==> config.mk <==
export PLATFORM = sky130hd
export DESIGN_NAME = lcd_ctrl
export DESIGN_NICKNAME = d
export VERILOG_FILES = /design/src/rtl/lcd_pkg.sv /design/src/rtl/lcd_timer.sv /design/src/rtl/lcd_ctrl.sv
export SDC_FILE = /design/constraint.sdc
export NUM_CORES = 1
export LEC_CHECK = 0
export ABC_AREA = 1
export CELL_PAD_IN_SITES_DETAIL_PLACEMENT = 0
export CELL_PAD_IN_SITES_GLOBAL_PLACEMENT = 1
export CORE_MARGIN = 1
export CORE_UTILIZATION = 50
export CTS_CLUSTER_SIZE = 40
export DETAILED_ROUTE_END_ITERATION = 6
export DONT_BUFFER_PORTS = 1
export GPL_TIMING_DRIVEN = 0
export HOLD_SLACK_MARGIN = 0.15
export PLACE_DENSITY = 0.81
export SLEW_MARGIN = 25
export SYNTH_ARGS = -nofsm -noshare
export SYNTH_HDL_FRONTEND = slang
export SYNTH_SLANG_ARGS = --single-unit
==> constraint.sdc <==
create_clock -name i_clk -period 4.2 [get_ports i_clk]
set_input_delay 0.84 -clock i_clk [delete_from_list [all_inputs] [get_ports i_clk]]
set_output_delay 0.84 -clock i_clk [all_outputs]
set_load 0.005 [all_outputs]
==> src/rtl/lcd_pkg.sv <==
// Shared types and constants for the HD44780 character LCD sequencer.
package lcd_pkg;

  typedef enum logic [2:0] {
    PWRUP_WAIT,
    INIT_LOAD,
    SETUP,
    EN_HIGH,
    HOLD,
    EXEC_WAIT,
    IDLE
  } lcd_state_e;

  localparam logic [7:0] CMD_CLEAR     = 8'h01;
  localparam logic [7:0] CMD_HOME      = 8'h02;
  localparam logic [7:0] CMD_HOME_ALT  = 8'h03;
  localparam logic [7:0] FUNC_SET_8B2L = 8'h38;
  localparam logic [7:0] DISP_ON       = 8'h0C;
  localparam logic [7:0] ENTRY_INC     = 8'h06;

  localparam int unsigned LCD_INIT_LEN = 4;
  localparam logic [7:0] LCD_INIT_SEQ [LCD_INIT_LEN] =
    '{FUNC_SET_8B2L, DISP_ON, CMD_CLEAR, ENTRY_INC};

  // Clear and home commands need the long execution wait.
  function automatic logic is_long_cmd(input logic rs, input logic [7:0] data);
    return !rs && ((data == CMD_CLEAR) || (data == CMD_HOME) || (data == CMD_HOME_ALT));
  endfunction

  function automatic int unsigned umax(input int unsigned a, input int unsigned b);
    return (a > b) ? a : b;
  endfunction

endpackage

==> src/rtl/lcd_timer.sv <==
// Loadable down-counter shared by all timed states of the LCD sequencer.
module lcd_timer
  import lcd_pkg::*;
#(
  parameter int unsigned    W       = 8,
  parameter logic [W-1:0]   RST_VAL = '0
) (
  input  logic         i_clk,
  input  logic         i_reset,
  input  logic         i_load,
  input  logic [W-1:0] i_load_val,
  output logic         o_zero
);

  logic [W-1:0] cnt_q;

  // Load takes priority; otherwise count down and stick at zero.
  always_ff @(posedge i_clk or negedge i_reset) begin
    if (!i_reset) begin
      cnt_q <= RST_VAL;
    end else if (i_load) begin
      cnt_q <= i_load_val;
    end else if (cnt_q != '0) begin
      cnt_q <= cnt_q - W'(1);
    end
  end

  assign o_zero = (cnt_q == '0);

endmodule

==> src/rtl/lcd_ctrl.sv <==
// HD44780 write-only bus sequencer: power-up init, then one byte per
// valid/ready request with generated setup/EN/hold/execution timing.
module lcd_ctrl
  import lcd_pkg::*;
#(
  parameter int unsigned T_PWRUP = 750000,
  parameter int unsigned T_SETUP = 2,
  parameter int unsigned T_EN    = 25,
  parameter int unsigned T_HOLD  = 2,
  parameter int unsigned T_EXEC  = 2000,
  parameter int unsigned T_CLEAR = 82000
) (
  input  logic       i_clk,
  input  logic       i_reset,
  input  logic       i_req_valid,
  output logic       o_req_ready,
  input  logic       i_req_rs,
  input  logic [7:0] i_req_data,
  output logic       o_busy,
  output logic       o_init_done,
  output logic       o_lcd_on,
  output logic       o_lcd_en,
  output logic       o_lcd_rs,
  output logic       o_lcd_rw,
  output logic [7:0] o_lcd_data
);

  localparam int unsigned T_MAX = umax(umax(umax(T_PWRUP, T_SETUP), umax(T_EN, T_HOLD)),
                                       umax(T_EXEC, T_CLEAR));
  localparam int unsigned TW    = $clog2(T_MAX + 1);

  lcd_state_e  state_q, state_d;
  logic        en_q, en_d;
  logic        rs_q, rs_d;
  logic [7:0]  data_q, data_d;
  logic        rdy_q, rdy_d;
  logic        done_q, done_d;
  logic        on_q;
  logic [2:0]  idx_q, idx_d;

  logic          tmr_load;
  logic [TW-1:0] tmr_val;
  logic          tmr_zero;

  // The timer resets to T_PWRUP, not T_PWRUP-1: the reset-release cycle
  // precedes power-on, so the power-up wait is counted from o_lcd_on rising.
  lcd_timer #(
    .W       (TW),
    .RST_VAL (TW'(T_PWRUP))
  ) u_timer (
    .i_clk      (i_clk),
    .i_reset    (i_reset),
    .i_load     (tmr_load),
    .i_load_val (tmr_val),
    .o_zero     (tmr_zero)
  );

  // State and registered bus outputs.
  always_ff @(posedge i_clk or negedge i_reset) begin
    if (!i_reset) begin
      state_q <= PWRUP_WAIT;
      en_q    <= 1'b0;
      rs_q    <= 1'b0;
      data_q  <= '0;
      rdy_q   <= 1'b0;
      done_q  <= 1'b0;
      on_q    <= 1'b0;
      idx_q   <= '0;
    end else begin
      state_q <= state_d;
      en_q    <= en_d;
      rs_q    <= rs_d;
      data_q  <= data_d;
      rdy_q   <= rdy_d;
      done_q  <= done_d;
      on_q    <= 1'b1;
      idx_q   <= idx_d;
    end
  end

  // Next-state, timer reload and next output values.
  always_comb begin
    state_d  = state_q;
    en_d     = en_q;
    rs_d     = rs_q;
    data_d   = data_q;
    rdy_d    = rdy_q;
    done_d   = done_q;
    idx_d    = idx_q;
    tmr_load = 1'b0;
    tmr_val  = '0;
    case (state_q)
      PWRUP_WAIT: begin
        if (tmr_zero) state_d = INIT_LOAD;
      end
      INIT_LOAD: begin
        rs_d     = 1'b0;
        data_d   = LCD_INIT_SEQ[idx_q[1:0]];
        idx_d    = idx_q + 3'd1;
        state_d  = SETUP;
        tmr_load = 1'b1;
        tmr_val  = TW'(T_SETUP - 1);
      end
      SETUP: begin
        if (tmr_zero) begin
          state_d  = EN_HIGH;
          en_d     = 1'b1;
          tmr_load = 1'b1;
          tmr_val  = TW'(T_EN - 1);
        end
      end
      EN_HIGH: begin
        if (tmr_zero) begin
          state_d  = HOLD;
          en_d     = 1'b0;
          tmr_load = 1'b1;
          tmr_val  = TW'(T_HOLD - 1);
        end
      end
      HOLD: begin
        if (tmr_zero) begin
          state_d  = EXEC_WAIT;
          tmr_load = 1'b1;
          tmr_val  = is_long_cmd(rs_q, data_q) ? TW'(T_CLEAR - 1) : TW'(T_EXEC - 1);
        end
      end
      EXEC_WAIT: begin
        if (tmr_zero) begin
          if (done_q) begin
            state_d = IDLE;
            rdy_d   = 1'b1;
          end else if (idx_q == 3'(LCD_INIT_LEN)) begin
            state_d = IDLE;
            rdy_d   = 1'b1;
            done_d  = 1'b1;
          end else begin
            state_d = INIT_LOAD;
          end
        end
      end
      IDLE: begin
        if (i_req_valid && rdy_q) begin
          rs_d     = i_req_rs;
          data_d   = i_req_data;
          rdy_d    = 1'b0;
          state_d  = SETUP;
          tmr_load = 1'b1;
          tmr_val  = TW'(T_SETUP - 1);
        end
      end
      default: begin
        state_d = PWRUP_WAIT;
      end
    endcase
  end

  // Every phase must last at least one cycle.
  param_legal: assert property (@(posedge i_clk)
    (T_PWRUP >= 1) && (T_SETUP >= 1) && (T_EN >= 1) &&
    (T_HOLD >= 1) && (T_EXEC >= 1) && (T_CLEAR >= 1));

  assign o_req_ready = rdy_q;
  assign o_busy      = ~rdy_q;
  assign o_init_done = done_q;
  assign o_lcd_on    = on_q;
  assign o_lcd_en    = en_q;
  assign o_lcd_rs    = rs_q;
  assign o_lcd_rw    = 1'b0;
  assign o_lcd_data  = data_q;

endmodule

==> metrics.txt <==
Worst Path Arrival=2.00 ns; I/O pins=27; fmax=561 MHz; most frequent cells in the layout=77 x nand2_1, 43 x nor2_1, 29 x dfrtp_1; CTS resizes=0; GRT overflow=0; most common cell after layout, fill and taps aside=nand2_1; top cell family by delay on the critical path=simple AND/OR/NAND/NOR gates; Max clock buf depth=2; Hold Violations, Final=0; clock sinks=39; Vias per Instance=5.30; area delta synth->final=6.29%; Antenna diodes=0; Main synth FF type=dfrtp_1; total wire length=5.33 mm; vias in the first global route=1998; Initial Utilization=53.3%; die height=70.8 µm; Design Area, Final=2520 µm²; hold slack final=0.222 ns; placed cell count=363; gp weighted congestion=0.864; Post-Synthesis Cells=311; vias post-DR=1967; layout cells sized above 1=13.2%; Post-DP Area=2430 µm²; Max Slew Vio Count=0; P_leak=1.20 nW; final worst slack=2.42 ns; CTS Buf Count=5; Place WS=2.33 ns; Final Skew=0.00933 ns; Worst path depth=9; total track usage=24.0%; Final nets=335; RSZ-0062 raised after global routing=false; Mapped Area=2370 µm²; CP endpoint kind=register; ys async rst share=100%; CP max-delay cell=dfrtp_1; # rows=24; Antenna Nets Post-Route=0; Crit path required time=4.42 ns; post-layout util=56.6%; CP Buf/Inv Count=3; Layout Cells excl Fill=371; Synth Net Count=328; Synth Warn #=0; Die X-Extent=70.8 µm; Synth Register Bits=39; initial antenna violation count=0; drt wl/cell=14.4 µm; Detail Placement HPWL=4.00 mm; Tcrit/Tclk final=42.4%; Remaining DRCs=0; core area=4440 µm²; Clk Latency, worst-skew pair=0.30 ns; startpoint types=register; critical path, cell by cell=inv_1 > ha_1 > nand2_1 > nor2_1 > nand3_2 > buf_6 > clkinv_1 > nand3b_1 > a21oi_1; Synth cell types=33; Critical Path Max Stage Delay=0.39 ns; die area=5020 µm²; Register-to-Register Path Depth=9; Pwr Density=351 nW/µm²; Power Total=0.883 mW; port buffer count=0; largest net degree at the start of global routing=40; DRT Pass-1 Iters=4; maxcap violations=0; maximum VDD drop=0.192 mV; CTS H-tree lvls=2; first-pass GRT wire length=9.18 mm; setup TNS=0 ns; # setup viols final=0; status=completed; crit path max fanout=10; crit path time final=1.78 ns; clock root buffer master=clkbuf_8; CTS tree=built; Post CTS Setup Buffer Count=0; 1st-iter DRT viols=86; Hold Buf Count CTS=0; EDFF count, synth=0; Hold Path Class=in2async; Setup CP Type=reg2reg; sequential area share after synthesis=41.7%; mean area per synthesized cell=7.62 µm²; clk slew on worst S/H paths=0.08 ns
path summary, 6_finish.rpt:
check,endpoint,slack [ns],from
setup / recovery,u_timer.cnt_q[10]$_DFFE_PN0P_,2.42,u_timer.cnt_q[0]$_DFFE_PN0P_
hold / removal,u_timer.cnt_q[18]$_DFFE_PN0P_,0.22,i_reset
setup reg to reg,u_timer.cnt_q[10]$_DFFE_PN0P_,2.42,u_timer.cnt_q[0]$_DFFE_PN0P_
hold reg to reg,idx_q[2]$_DFFE_PN0N_,0.46,idx_q[2]$_DFFE_PN0N_
max in group asynchronous,u_timer.cnt_q[8]$_DFFE_PN1P_,3.79,i_reset
min in group i_clk,idx_q[2]$_DFFE_PN0N_,0.46,idx_q[2]$_DFFE_PN0N_
where the power goes:
group	internal, mW	leakage (nW)	total, mW	switching [mW]
registers	0.426	0.461	0.466	0.0396
clock network	0.114	0.0477	0.258	0.144
logic	0.0688	0.688	0.159	0.0903
total	0.609	1.20	0.883	0.274
worst register-to-register path, cell delays in order, from the launching register on:
cell	delay, ns
dfrtp_1	0.39
inv_1	0.13
ha_1	0.21
nand2_1	0.06
nor2_1	0.16
nand3_2	0.13
buf_6	0.18
clkinv_1	0.06
nand3b_1	0.17
a21oi_1	0.20
state kept, by name, indices dropped and copies added, names as in the netlist:
| name | cells |
|---|---|
| u_timer.cnt_q | 20 |
| o_lcd_data | 8 |
| idx_q | 3 |
| state_q | 3 |
| o_init_done | 1 |
| o_lcd_en | 1 |
| o_lcd_on | 1 |
| o_lcd_rs | 1 |
| o_req_ready | 1 |
layout make-up:
class                   instances  area (µm²)
multi-input cells             231        1180
clock inverters                 3        15.0
clock buffers                   5        68.8
fillers                       439        1930
flip-flops and latches         39         988
inverters                      34         133
well taps                      52        65.1
plain buffers                   7        62.6
kinds of logic after synthesis:
family	after synthesis	share of synthesized area, %
adder cells (fa/ha/maj)	5	2.64
other	2	0.317
AO/OA/AOI/OAI	33	7.61
AND/OR/NAND/NOR	179	35.0
flip-flops	39	41.7
buffers and inverters	41	8.24
XOR/XNOR	12	4.44
layer usage:
| metal | GRT usage, % | up-vias | share of wire, % |
|---|---|---|---|
| met3 | 5.56 | 6 | 4.2 |
| met4 | 6.67 | 0 | 1.4 |
| met5 | 0 | - | 0 |
| li1 | - | 1016 | - |
| met2 | 43.6 | 32 | 50 |
| met1 | 28.3 | 913 | 44 |
cell usage after synthesis (all sizes together), types with 7 or more instances:
cell / n / area (µm²)
nor3: 11 / 66.3
xor2: 8 / 70.1
nand3: 30 / 173
dfstp: 10 / 263
nor2: 49 / 218
o21ai: 14 / 70.1
nand4: 8 / 50.1
a21oi: 13 / 65.1
nand2: 78 / 300
dfrtp: 29 / 726
inv: 32 / 120
buf: 7 / 62.6
No activity file was read; power rests on OpenSTA's default activity.
